<file path="config.mk">
export PLATFORM = sky130hd
export DESIGN_NAME = str_det_frame_flat
export DESIGN_NICKNAME = d
export VERILOG_FILES = /design/src/rtl/str_det_pkg.sv /design/src/rtl/str_det_frame_if.sv /design/src/rtl/str_det_cmp.sv /design/src/rtl/str_det_frame.sv /design/src/flat_wrapper.sv
export SDC_FILE = /design/constraint.sdc
export NUM_CORES = 1
export LEC_CHECK = 0
export ABC_AREA = 1
export BUFFER_PORTS_ARGS = -buffer_cell sky130_fd_sc_hd__buf_2
export CORE_UTILIZATION = 45
export CTS_BUF_LIST = sky130_fd_sc_hd__clkbuf_4 sky130_fd_sc_hd__clkbuf_8
export DETAILED_ROUTE_END_ITERATION = 8
export GPL_TIMING_DRIVEN = 0
export PLACE_DENSITY = 0.66
export SLEW_MARGIN = 10
export SYNTH_ARGS = -nofsm -noshare
export SYNTH_HDL_FRONTEND = slang
export SYNTH_SLANG_ARGS = --single-unit
</file>
<file path="constraint.sdc">
create_clock -name clk -period 2.1 [get_ports clk]
set_input_delay 0 -clock clk [delete_from_list [all_inputs] [get_ports clk]]
set_output_delay 0 -clock clk [all_outputs]
set_load 0.02 [all_outputs]
</file>
<file path="src/rtl/str_det_pkg.sv">
// Shared types and helpers for the string-detector family.
// Optional build macro used by this family: STR_DET_MASK_EN (per-bit compare mask).
package str_det_pkg;

  // Frame sequencer states: counting bits, or flushing between frames.
  typedef enum logic [0:0] {
    RUN = 1'b0,
    GAP = 1'b1
  } state_e;

  localparam int DEF_PAT_W     = 4;
  localparam int DEF_FRAME_LEN = 20;
  localparam int DEF_GAP_LEN   = 4;

  // Increment a counter of the given width, sticking at its all-ones value.
  function automatic logic [31:0] sat_inc(input logic [31:0] count, input int unsigned width);
    logic [31:0] max_v;
    max_v = (width >= 32) ? 32'hFFFF_FFFF : ((32'd1 << width) - 32'd1);
    if (count >= max_v) begin
      sat_inc = max_v;
    end else begin
      sat_inc = count + 32'd1;
    end
  endfunction

endpackage

</file>
<file path="src/rtl/str_det_frame_if.sv">
// Control / result bundle between the serial front end, the frame detector
// and the result collector. pat_mask exists only when STR_DET_MASK_EN is defined.
interface str_det_frame_if #(
  parameter int PAT_W = 4,
  parameter int CNT_W = 5
);
  logic [PAT_W-1:0] pattern;
`ifdef STR_DET_MASK_EN
  logic [PAT_W-1:0] pat_mask;
`endif
  logic             mode;
  logic             clear;
  logic             bit_in;
  logic             bit_valid;
  logic             match;
  logic [CNT_W-1:0] live_count;
  logic [CNT_W-1:0] result;
  logic             frame_done;
  logic             busy_gap;

`ifdef STR_DET_MASK_EN
  modport master (output pattern, pat_mask, mode, clear, bit_in, bit_valid,
                  input  match, live_count, result, frame_done, busy_gap);
  modport slave  (input  pattern, pat_mask, mode, clear, bit_in, bit_valid,
                  output match, live_count, result, frame_done, busy_gap);
`else
  modport master (output pattern, mode, clear, bit_in, bit_valid,
                  input  match, live_count, result, frame_done, busy_gap);
  modport slave  (input  pattern, mode, clear, bit_in, bit_valid,
                  output match, live_count, result, frame_done, busy_gap);
`endif
endinterface

</file>
<file path="src/rtl/str_det_cmp.sv">
// Combinational window/pattern comparator shared by the detector variants.
// With STR_DET_MASK_EN defined, mask bits at 0 are don't-care.
module str_det_cmp #(
  parameter int W = 4
) (
  input  logic [W-1:0] window_i,
  input  logic [W-1:0] pattern_i,
`ifdef STR_DET_MASK_EN
  input  logic [W-1:0] mask_i,
`endif
  output logic         hit_o
);

  // Hit when every compared bit of the window equals the pattern.
  always_comb begin
`ifdef STR_DET_MASK_EN
    hit_o = (((window_i ^ pattern_i) & mask_i) == {W{1'b0}});
`else
    hit_o = (window_i == pattern_i);
`endif
  end

endmodule

</file>
<file path="src/rtl/str_det_frame.sv">
// Framed serial pattern counter: counts PAT_W-bit pattern hits over frames of
// FRAME_LEN accepted bits, publishes the per-frame count, then flushes for
// GAP_LEN cycles. Optional build macro: STR_DET_MASK_EN (adds pat_mask).
module str_det_frame
  import str_det_pkg::*;
#(
  parameter int PAT_W     = DEF_PAT_W,
  parameter int FRAME_LEN = DEF_FRAME_LEN,
  parameter int GAP_LEN   = DEF_GAP_LEN
) (
  input logic            clk,
  input logic            rst_n,
  str_det_frame_if.slave bus
);

  localparam int CNT_W = $clog2(FRAME_LEN + 1);
  localparam int GAP_W = (GAP_LEN > 1) ? $clog2(GAP_LEN) : 1;
  localparam logic [CNT_W-1:0] FILL_THR = CNT_W'(PAT_W - 1);
  localparam logic [CNT_W-1:0] FILL_MAX = CNT_W'(PAT_W);
  localparam logic [CNT_W-1:0] LAST_BIT = CNT_W'(FRAME_LEN - 1);
  localparam logic [GAP_W-1:0] GAP_LAST = GAP_W'((GAP_LEN > 0) ? GAP_LEN - 1 : 0);

  // Only the PAT_W-1 most recent bits are stored; the incoming bit completes the window.
  state_e           state_q;
  logic [PAT_W-2:0] sreg_q;
  logic [PAT_W-1:0] pat_sh_q;
`ifdef STR_DET_MASK_EN
  logic [PAT_W-1:0] mask_sh_q;
`endif
  logic             mode_sh_q;
  logic [CNT_W-1:0] fill_q;
  logic [CNT_W-1:0] bit_cnt_q;
  logic [CNT_W-1:0] live_q;
  logic [CNT_W-1:0] result_q;
  logic [GAP_W-1:0] gap_cnt_q;
  logic             match_q;
  logic             frame_done_q;
  logic             busy_gap_q;

  logic [PAT_W-1:0] window_s;
  logic             cmp_hit_s;
  logic             hit_s;
  logic             last_bit_s;
  logic [CNT_W-1:0] count_d;
  logic [CNT_W-1:0] fill_d;

  str_det_cmp #(.W(PAT_W)) u_cmp (
    .window_i  (window_s),
    .pattern_i (pat_sh_q),
`ifdef STR_DET_MASK_EN
    .mask_i    (mask_sh_q),
`endif
    .hit_o     (cmp_hit_s)
  );

  // Next window, qualified hit, and next count / fill for an accepted bit.
  // The first bit of a frame compares against stale shadows, but it can never
  // hit because fill is still 0 there.
  always_comb begin
    window_s   = {sreg_q, bus.bit_in};
    hit_s      = cmp_hit_s && (fill_q >= FILL_THR);
    last_bit_s = (bit_cnt_q == LAST_BIT);
    if (hit_s) begin
      count_d = CNT_W'(sat_inc(32'(live_q), CNT_W));
    end else begin
      count_d = live_q;
    end
    if (hit_s && mode_sh_q) begin
      fill_d = {CNT_W{1'b0}};
    end else if (fill_q == FILL_MAX) begin
      fill_d = fill_q;
    end else begin
      fill_d = fill_q + CNT_W'(1);
    end
  end

  // Frame sequencer with all datapath registers and registered outputs.
  always_ff @(posedge clk or negedge rst_n) begin
    if (!rst_n) begin
      state_q      <= RUN;
      sreg_q       <= '0;
      pat_sh_q     <= '0;
`ifdef STR_DET_MASK_EN
      mask_sh_q    <= '0;
`endif
      mode_sh_q    <= 1'b0;
      fill_q       <= '0;
      bit_cnt_q    <= '0;
      live_q       <= '0;
      result_q     <= '0;
      gap_cnt_q    <= '0;
      match_q      <= 1'b0;
      frame_done_q <= 1'b0;
      busy_gap_q   <= 1'b0;
    end else if (bus.clear) begin
      state_q      <= RUN;
      sreg_q       <= '0;
      fill_q       <= '0;
      bit_cnt_q    <= '0;
      live_q       <= '0;
      gap_cnt_q    <= '0;
      match_q      <= 1'b0;
      frame_done_q <= 1'b0;
      busy_gap_q   <= 1'b0;
    end else begin
      match_q      <= 1'b0;
      frame_done_q <= 1'b0;
      case (state_q)
        RUN: begin
          if (bus.bit_valid) begin
            if (bit_cnt_q == '0) begin
              pat_sh_q  <= bus.pattern;
              mode_sh_q <= bus.mode;
`ifdef STR_DET_MASK_EN
              mask_sh_q <= bus.pat_mask;
`endif
            end
            match_q <= hit_s;
            if (last_bit_s) begin
              result_q     <= count_d;
              frame_done_q <= 1'b1;
              if (GAP_LEN == 0) begin
                // No flush: start the next frame clean right away.
                sreg_q    <= '0;
                fill_q    <= '0;
                bit_cnt_q <= '0;
                live_q    <= '0;
              end else begin
                sreg_q     <= window_s[PAT_W-2:0];
                live_q     <= count_d;
                state_q    <= GAP;
                gap_cnt_q  <= '0;
                busy_gap_q <= 1'b1;
              end
            end else begin
              sreg_q    <= window_s[PAT_W-2:0];
              live_q    <= count_d;
              fill_q    <= fill_d;
              bit_cnt_q <= bit_cnt_q + CNT_W'(1);
            end
          end
        end
        GAP: begin
          if (gap_cnt_q == GAP_LAST) begin
            state_q    <= RUN;
            busy_gap_q <= 1'b0;
            gap_cnt_q  <= '0;
            sreg_q     <= '0;
            fill_q     <= '0;
            bit_cnt_q  <= '0;
            live_q     <= '0;
          end else begin
            gap_cnt_q <= gap_cnt_q + GAP_W'(1);
          end
        end
        default: begin
          state_q    <= RUN;
          busy_gap_q <= 1'b0;
        end
      endcase
    end
  end

  assign bus.match      = match_q;
  assign bus.live_count = live_q;
  assign bus.result     = result_q;
  assign bus.frame_done = frame_done_q;
  assign bus.busy_gap   = busy_gap_q;

endmodule

</file>
<file path="src/flat_wrapper.sv">
// flat-port wrapper written by rule: the top's interface ports become plain ports
module str_det_frame_flat import str_det_pkg::*;
#(
  parameter int PAT_W     = DEF_PAT_W,
  parameter int FRAME_LEN = DEF_FRAME_LEN,
  parameter int GAP_LEN   = DEF_GAP_LEN
)
  (clk, rst_n, bus_pattern, bus_mode, bus_clear, bus_bit_in, bus_bit_valid, bus_match, bus_live_count, bus_result, bus_frame_done, bus_busy_gap);
  str_det_frame_if #(.PAT_W(PAT_W), .CNT_W((5))) bus_i ();
  input logic clk;
  input logic rst_n;
  input wire logic [$bits(bus_i.pattern)-1:0] bus_pattern;
  input wire logic [$bits(bus_i.mode)-1:0] bus_mode;
  input wire logic [$bits(bus_i.clear)-1:0] bus_clear;
  input wire logic [$bits(bus_i.bit_in)-1:0] bus_bit_in;
  input wire logic [$bits(bus_i.bit_valid)-1:0] bus_bit_valid;
  output wire logic [$bits(bus_i.match)-1:0] bus_match;
  output wire logic [$bits(bus_i.live_count)-1:0] bus_live_count;
  output wire logic [$bits(bus_i.result)-1:0] bus_result;
  output wire logic [$bits(bus_i.frame_done)-1:0] bus_frame_done;
  output wire logic [$bits(bus_i.busy_gap)-1:0] bus_busy_gap;
  assign bus_i.pattern = bus_pattern;
  assign bus_i.mode = bus_mode;
  assign bus_i.clear = bus_clear;
  assign bus_i.bit_in = bus_bit_in;
  assign bus_i.bit_valid = bus_bit_valid;
  assign bus_match = bus_i.match;
  assign bus_live_count = bus_i.live_count;
  assign bus_result = bus_i.result;
  assign bus_frame_done = bus_i.frame_done;
  assign bus_busy_gap = bus_i.busy_gap;
  str_det_frame #(.PAT_W(PAT_W), .FRAME_LEN(FRAME_LEN), .GAP_LEN(GAP_LEN)) u_core (.clk(clk), .rst_n(rst_n), .bus(bus_i));
endmodule
</file>
==> results of run 1 <==
cell usage after synthesis (2+ instances only):
library cell	number
sky130_fd_sc_hd__o21ai_1	4
sky130_fd_sc_hd__nor2_2	3
sky130_fd_sc_hd__o22ai_1	2
sky130_fd_sc_hd__xor2_1	6
sky130_fd_sc_hd__nor2_1	19
sky130_fd_sc_hd__nand2_1	63
sky130_fd_sc_hd__buf_6	2
sky130_fd_sc_hd__a21oi_1	8
sky130_fd_sc_hd__nor2_4	3
sky130_fd_sc_hd__mux2_4	2
sky130_fd_sc_hd__dfrtp_1	34
sky130_fd_sc_hd__inv_1	23
sky130_fd_sc_hd__ha_1	7
sky130_fd_sc_hd__o21ai_2	5
sky130_fd_sc_hd__o21ai_0	4
sky130_fd_sc_hd__inv_2	5
sky130_fd_sc_hd__nand3_1	13
sky130_fd_sc_hd__nor3_1	2
sky130_fd_sc_hd__nand3_2	2
registers in the layout (all words and copies together) (netlist names), 2 cells and up:
signal	flops
u_core.bit_cnt_q	5
u_core.bus.live_count	5
u_core.bus.result	5
u_core.fill_q	5
u_core.gap_cnt_q	2
u_core.pat_sh_q	4
u_core.sreg_q	3
power by group through the flow:
stage | Sequential [uW] | Combinational, uW | Clock (uW)
finish | 806 | 340 | 579
global route | 822 | 388 | 613
CTS | 806 | 348 | 594
detailed placement | 820 | 335 | 0
global placement | 815 | 324 | 0
floorplan | 805 | 265 | 0
stage by stage:
stage | cell area, um2 | power (uW)
after global placement | 2060 | 1140
after floorplan | 1890 | 1070
after global routing | 2250 | 1820
after CTS | 2250 | 1750
after detailed placement | 2060 | 1150
final | 2250 | 1730
cell families (layout without fill, tap and decap cells):
family,Yosys count,count (layout),synth area share [%]
compound gates,24,24,7.61
xor+xnor,7,7,3.24
fa+ha+maj,7,7,4.63
buf+inv,30,68,6.75
flops,34,34,45.0
mux,3,3,2.18
simple gates,115,115,30.6
worst paths after layout:
kind                                           from                        to  slack, ns  cells past startpoint
min reg2reg                    u_core.bus.result[4]      u_core.bus.result[4]       0.47                      2
min in group asynchronous                     rst_n      u_core.bus.result[1]       0.30                      2
min                                   bus_bit_valid            u_core.state_q       0.10                      3
max                        u_core.bus.live_count[0]  u_core.bus.live_count[3]       0.41                      9
max reg2reg                u_core.bus.live_count[0]  u_core.bus.live_count[3]       0.41                      9
max in group asynchronous                     rst_n        u_core.pat_sh_q[1]       1.31                      2
area by class of cell:
cell class / count / area, um2 / area share (%)
tap: 50 / 62.6 / 2.77
sequential: 34 / 851 / 37.7
multi-input combinational: 156 / 913 / 40.5
inverter: 28 / 105 / 4.66
clock buffer: 8 / 110 / 4.88
timing repair buffer: 30 / 190 / 8.44
buffer: 2 / 22.5 / 0.999
layer usage:
| metal | vias up | global-route usage, % | routed length [um] |
|---|---|---|---|
| met1 | 667 | 22.5 | 1730 |
| li1 | 766 | - | - |
| met3 | 8 | 3.77 | 94 |
| met2 | 21 | 31.9 | 1610 |
| met5 | - | 0 | 0 |
| met4 | 0 | 8.78 | 76 |
worst reg2reg max path: cells and delay by family, from the launching register on:
kind | cells | cell delay [ns]
flops | 1 | 0.43
compound gates | 3 | 0.39
simple gates | 4 | 0.35
fa+ha+maj | 2 | 0.39
timing repair:
action,in CTS,in global routing
endpoints found under the setup margin,0,0
endpoints found under the hold margin,41,0
hold buffers,8,0
==> flow_results.org, run 1 <==
** Run status
- Result of the run :: completed

** Die
- Number of I/O pins :: 23
- Placement Rows :: 23
- Measured along the x axis, the die boundary spans between 60 and 70 um.
- In this run the standard cell core region covers 4030 um2.
- For this configuration, the core starts out at a cell density of 47.0%.
- The floorplan step set the die height to 66.8 um.
- Full die area :: 4470 um2

** Setup path
- Traced cell by cell, the critical path runs through ha_1 > nand2_1 > nor2_1 > ha_1 > o21bai_1 > nor2_1 > o21ai_2 > nand2_1 > o21ai_0.
- For the worst setup path, the data arrival time is approximately 1.9 ns.
- CP Max Fanout :: 5
- The critical path contains buffers and inverters numbering 0 combined.
- Critical path startpoint category :: flop
- Delay of the slowest cell on the worst path :: between 0.4 and 0.5 ns
- The slowest stage of the critical path belongs to the cell sky130_fd_sc_hd__dfrtp_1.
- Family with the most delay on the worst path :: flip-flops
- The critical path is of the flop to flop type.
- Critical Path RT :: approximately 2.3 ns
- STA classifies the critical path endpoint as a flop.

** Drt
- Via/cell ratio :: 4.75
- Routed via count :: 1462
- In the routed design, unresolved DRC markers number 0.
- Post-DR wirelength/cell :: between 10 and 15 um
- The detail route stage leaves a number of antenna-violating nets equal to 0.
- Detailed Route Iter0 Violations :: a little over 80
- First-pass iteration count of the detailed router :: 3
- Total routed wirelength :: 3510 um

** Placement
- Port buffering added 22 buffers.
- Post-Place Setup Slack :: 0.432 ns
- In this run, placement finished with an instance count of a little under 300.
- Detailed placement ended at an HPWL of 2530 um.
- RePlAce Congestion :: 0.798

** GRT
- Remaining Overflow, GRT :: 0
- Antenna violations before repair :: 0
- Global-route wire length before repair :: between 6000 and 7000 um
- The via count of the first global-routing pass is around 1500.
- Pin count of the biggest net entering global routing :: 35
- Across every metal layer, demand over resource in global routing totals 18.8%.

** Timing
- Summed over all failing endpoints, the final setup total negative slack is 0 ns.
- Final hold viol count :: 0
- Slew of the pin with the lowest slew margin :: 0.747 ns
- Setup Viol. Count Final :: 0
- The max-slew violation count came to 0.
- Hold timing on the final database bottoms out at a slack of 0.101 ns.
- Clock Skews :: ~0.0052 ns
- Clock period minus worst slack :: 1.69 ns
- Setup repair after global routing left no endpoint under its margin.
- In the finished design, the share of the clock period the worst path needs comes to between 80% and 90%.
- Worst-case setup margin in the final layout :: 0.413 ns
- In this run the tightest slew margin relative to its limit is 50.2%.
- Derived from the worst setup path, the maximum achievable clock frequency is 593 MHz.

** Final layout
- Number of nets in the finished design :: 274
- At the end of the flow the core is filled with cells to 56.0%.
- Compared with the post-synthesis result, the final layout area differs by 19.2%.
- Leaving out fill and tap cells, the most frequent cell in the layout is sky130_fd_sc_hd__nand2_1.
- After the flow finishes, the layout carries non-filler instances totaling 308.
- The number of antenna diodes in the final layout is 0.
- Commonest cells after routing, fill and taps aside :: sky130_fd_sc_hd__nand2_1, sky130_fd_sc_hd__dfrtp_1, sky130_fd_sc_hd__inv_1
- Fraction of final layout cells with drive strength greater than 1 :: a little under a quarter
- Fillers :: 388

** Yosys
- Most instantiated flip-flop cell in the synthesis netlist :: sky130_fd_sc_hd__dfrtp_1
- Post-synth cell types :: 32
- Dividing the synthesized area by the synthesized cell count gives roughly 8.6 um2.
- The Yosys step of the flow raised 0 warnings.
- Synthesis produced 220 cells.
- Largest area contributor in the synthesized netlist :: sky130_fd_sc_hd__dfrtp_1
- Synthesis produced a netlist with a net count of around 240.
- Seq cells post-synth :: 34
- In the synthesized netlist the async set-or-reset flop fraction comes to 100%.
- In the post-synthesis netlist, the biggest area contributors are sky130_fd_sc_hd__dfrtp_1, sky130_fd_sc_hd__nand2_1, sky130_fd_sc_hd__ha_1.
- Sequential area share after synthesis :: between 40% and 50%
- Area fraction of the dominant cell type after synthesis :: 45.0%
- Number of flops mapped to enable cells by yosys :: 0
- Mapped cell area :: 1890 um2

** Clocking
- Count of buffers added by post-CTS timing repair for setup :: 0
- TritonCTS created 5 clock buffers.
- Clock insertion delay at the later pin of the skew report :: 0.29 ns
- No sink is reached through more buffers than the 2 on the longest clock path.
- The clock drives 34 sinks.
- Quantity of gates resized following cts :: 0
- TritonCTS built the clock tree.
- Number of H-tree levels :: 2
- Clock transition at path regs :: 0.07 ns
- Library cell used as clock root buffer :: sky130_fd_sc_hd__clkbuf_8

** Pwr
- Flop pwr share :: 46.7%
- VDD sags by at most 537 uV.
- Combinational share of power :: 19.7%
- The internal power of the cells totals 1230 uW.
- The share of total power dissipated in the clock network is 33.6%.
- Power spread over the standard cell area amounts to 765 nW/um2.
- Summed over all nets, the switching power comes to 499 uW.
- Net switching is 29.0% of the power.
- Static Leak :: ~0.0012 uW

** Hold path
- Tightest Hold Check Type :: input pin to flop

** Run
- Across the run, the number of max-cap violations was 0.
Power figures use the tool's default switching activity.
==> inputs of run 2 (changes only) <==
PLACE_DENSITY = 0.69   (was 0.66)
clock period = 1.45 ns   (was 2.1 ns; I/O delays follow)
==> flow_results.org, run 2 (synthesized netlist as in run 1, its figures left out) <==
** Final layout
- Leaving out fill and tap cells, the most frequent cell in the layout is sky130_fd_sc_hd__nand2_1.
- Number of antenna repair diodes :: 0
- In the final layout, the share of cells above drive strength 1 is between 40 and 50%.
- In the final design database the tool counted ~300 nets.
- The layout has 344 filler cells.
- Measured on the finished design, the core utilization comes to 65.0%.
- The area growth from synthesis to layout is 38.4%.
- The library cells used most frequently in the layout, excluding fill and tap cells, are sky130_fd_sc_hd__nand2_1, sky130_fd_sc_hd__dfrtp_1, sky130_fd_sc_hd__buf_4.

** Setup path
- CP endpoint kind :: flop
- Logic depth of the worst register-to-register path :: 9
- Broken down by cell family, the worst path's largest delay share belongs to flip-flops.
- The worst register-to-register path begins at u_core.bus.live_count[0].
- Of all nets on the critical path, the largest fanout is 5.
- In this design, the critical path's most frequently occurring cell is sky130_fd_sc_hd__nor2_2.
- Critical Path Slowest Stage Cell :: sky130_fd_sc_hd__dfrtp_2
- Data on the critical path arrives at its endpoint at 1.67 ns.
- The number of buffers and inverters on the critical path is 0.
- CP Cell Sequence :: ha_4 > nand2_4 > nor2_2 > ha_2 > o21bai_4 > nor2_2 > o21ai_2 > nand2_1 > o21ai_1
- The endpoint identified for the worst register-to-register timing path is u_core.bus.live_count[0].
- Delay of the slowest cell on the worst path :: between 0.4 and 0.5 ns
- The worst setup path is launched from a flop.
- CP Class :: flop to flop
- STA puts the critical path data required time at 1.62 ns.
- Setup slack on the worst reg-to-reg path comes out at -0.04 ns.

** Clocking
- Number of clock sinks :: 34
- The number of clock buffers added by TritonCTS is 5.
- TritonCTS clock tree :: yes
- Clk buf depth :: 2
- Number of H-tree levels :: 2
- Clock insertion delay at the later pin of the skew report :: 0.29 ns
- CTS placed an instance of sky130_fd_sc_hd__clkbuf_8 at the clock tree root.
- Clock transition at path regs :: 0.07 ns

** Die
- Core ar. :: 4030 um2
- In this run the core area contains 23 standard-cell rows.
- The initial utilization of the core area, before any placement, comes to between 40% and 50%.
- Floorplan die width :: 66.8 um
- During I/O placement, the number of pins put on the boundary was 23.
- Full die area :: roughly 4500 um2
- Measured along the y axis, the die boundary spans 66.8 um.

** Pwr
- Combinational logic burns 25.7% of the power.
- In this run the static leakage power is 0.00133 uW.
- Of the total power, the clock network draws 31.1%.
- Flop pwr share :: 43.3%
- Of the total power, the share spent switching nets is 29.4%.
- The internal portion of the total power is 1880 uW.
- Maximum resistive drop on vdd :: 809 uV
- In this run the power density over the cells is 1020 nW/um2.
- Total design power :: 2670 uW
- Net switching power figure :: 785 uW

** Hold path
- The startpoint identified for the worst hold timing path is bus_bit_in.
- The min-delay analysis places its worst path in the category input pin to flop.
- Worst Hold Path EP :: u_core.sreg_q[0]
- The worst hold path was traced through 3 stages.

** Run status
- The run finished, with violations left.
- Violations in the final reports :: negative setup slack

** Drt
- Detailed-route DRC error count :: 0
- Across all layers, the routed design uses 1631 vias.
- Once detail routing completed, the nets flagged for antenna violations numbered 0.
- For this block, the initial DRC count from the detailed router was 72.
- After detailed routing, the average wire length per cell comes to 12.3 um.
- Wires add up to 4120 um.
- First-pass iteration count of the detailed router :: 4
- Via/cell ratio :: 4.87

** Timing
- The worst pin sits at a relative slew slack of 49.8%.
- Worst-case setup margin in the final layout :: -0.0448 ns
- The tightest hold path in the finished design has a slack of between 0.02 and 0.025 ns.
- Setup repair after global routing missed its margin :: true
- For the pin with the worst max-slew slack, the measured transition is between 0.7 and 0.8 ns.
- Count of final max-slew check failures :: 0
- After layout, the worst path uses 103% of the clock period.
- The total count of hold-check failures in the final report was 0.
- Clock period minus worst slack :: around 1.5 ns
- Setup violations remaining at the end of the flow were counted as 12.
- Highest achievable clock rate :: approximately 670 MHz
- Across the routed clock network, the largest skew measured is just over 0.006 ns.

** Placement
- Count of input and output buffers :: 22
- Routability-driven placement finished with a final weighted congestion of slightly above 0.8.
- DPL Wire Length :: 2620 um

** GRT
- Antenna violations before repair :: 0
- Entering global routing, the biggest net connects 35 pins.
- Overall routing resource usage :: 21.2%
- Via count of the first global-routing pass :: 1640
- Global-route wire length before repair :: 6950 um
- For this run the aggregate overflow at the end of global routing stands at 0.

** Run
- Across the run, the number of max-cap violations was 0.
run 2: area by class of cell:
type,count,area (um2),area share [%]
multi-input combinational,156,1060,40.5
sequential,34,853,32.6
timing repair buffer,57,398,15.2
clock buffer,8,110,4.21
inverter,28,110,4.21
tap,50,62.6,2.39
buffer,2,22.5,0.860
run 2: worst max-delay path by stage:
stage,startpoint,endpoint,cells past startpoint
after floorplan,u_core.bus.live_count[1],u_core.bus.live_count[2],9
after global placement,u_core.fill_q[0],u_core.fill_q[4],10
after detailed placement,u_core.fill_q[0],u_core.fill_q[1],10
after CTS,u_core.gap_cnt_q[0],u_core.bit_cnt_q[2],10
after global routing,u_core.fill_q[0],u_core.bus.live_count[0],10
final,u_core.bus.live_count[0],u_core.bus.live_count[0],9
run 2: power by group through the flow:
stage | clock [uW] | sequential (uW) | combinational [uW]
after floorplan | 0 | 1170 | 384
after global placement | 0 | 1180 | 469
after detailed placement | 0 | 1190 | 480
after CTS | 844 | 1150 | 627
after global routing | 889 | 1170 | 762
final | 829 | 1150 | 685
run 2: stage by stage:
step                      setup TNS [ns]  cell area, um2  worst slack [ns]  instances
after floorplan                   -0.140            1940           -0.0254        220
after global placement             -2.62            2110            -0.191        292
after detailed placement           -3.14            2110            -0.215        292
after CTS                         -0.511            2540           -0.0682        331
after global routing               -1.66            2620            -0.124        335
final                             -0.170            2620           -0.0448        335
run 2: layer usage:
metal | part of all wire [%] | routed length, um | global-route usage, %
met5 | 0 | 0 | 0
met4 | 0.95 | 39 | 7.71
met3 | 3.8 | 155 | 6.51
met2 | 51 | 2080 | 36.5
met1 | 45 | 1840 | 24.6
run 2: timing repair:
action | CTS | global route
pin swaps | 17 | 13
resized for setup | 21 | 18
setup buffers | 22 | 4
hold buffers | 7 | 0
endpoints found under the setup margin | 25 | 28
endpoints found under the hold margin | 40 | 0
cloned | 2 | 0
run 2: worst min-delay path: stages:
cell	delay [ns]
sky130_fd_sc_hd__buf_2	0.11
sky130_fd_sc_hd__inv_1	0.08
sky130_fd_sc_hd__o22ai_1	0.09
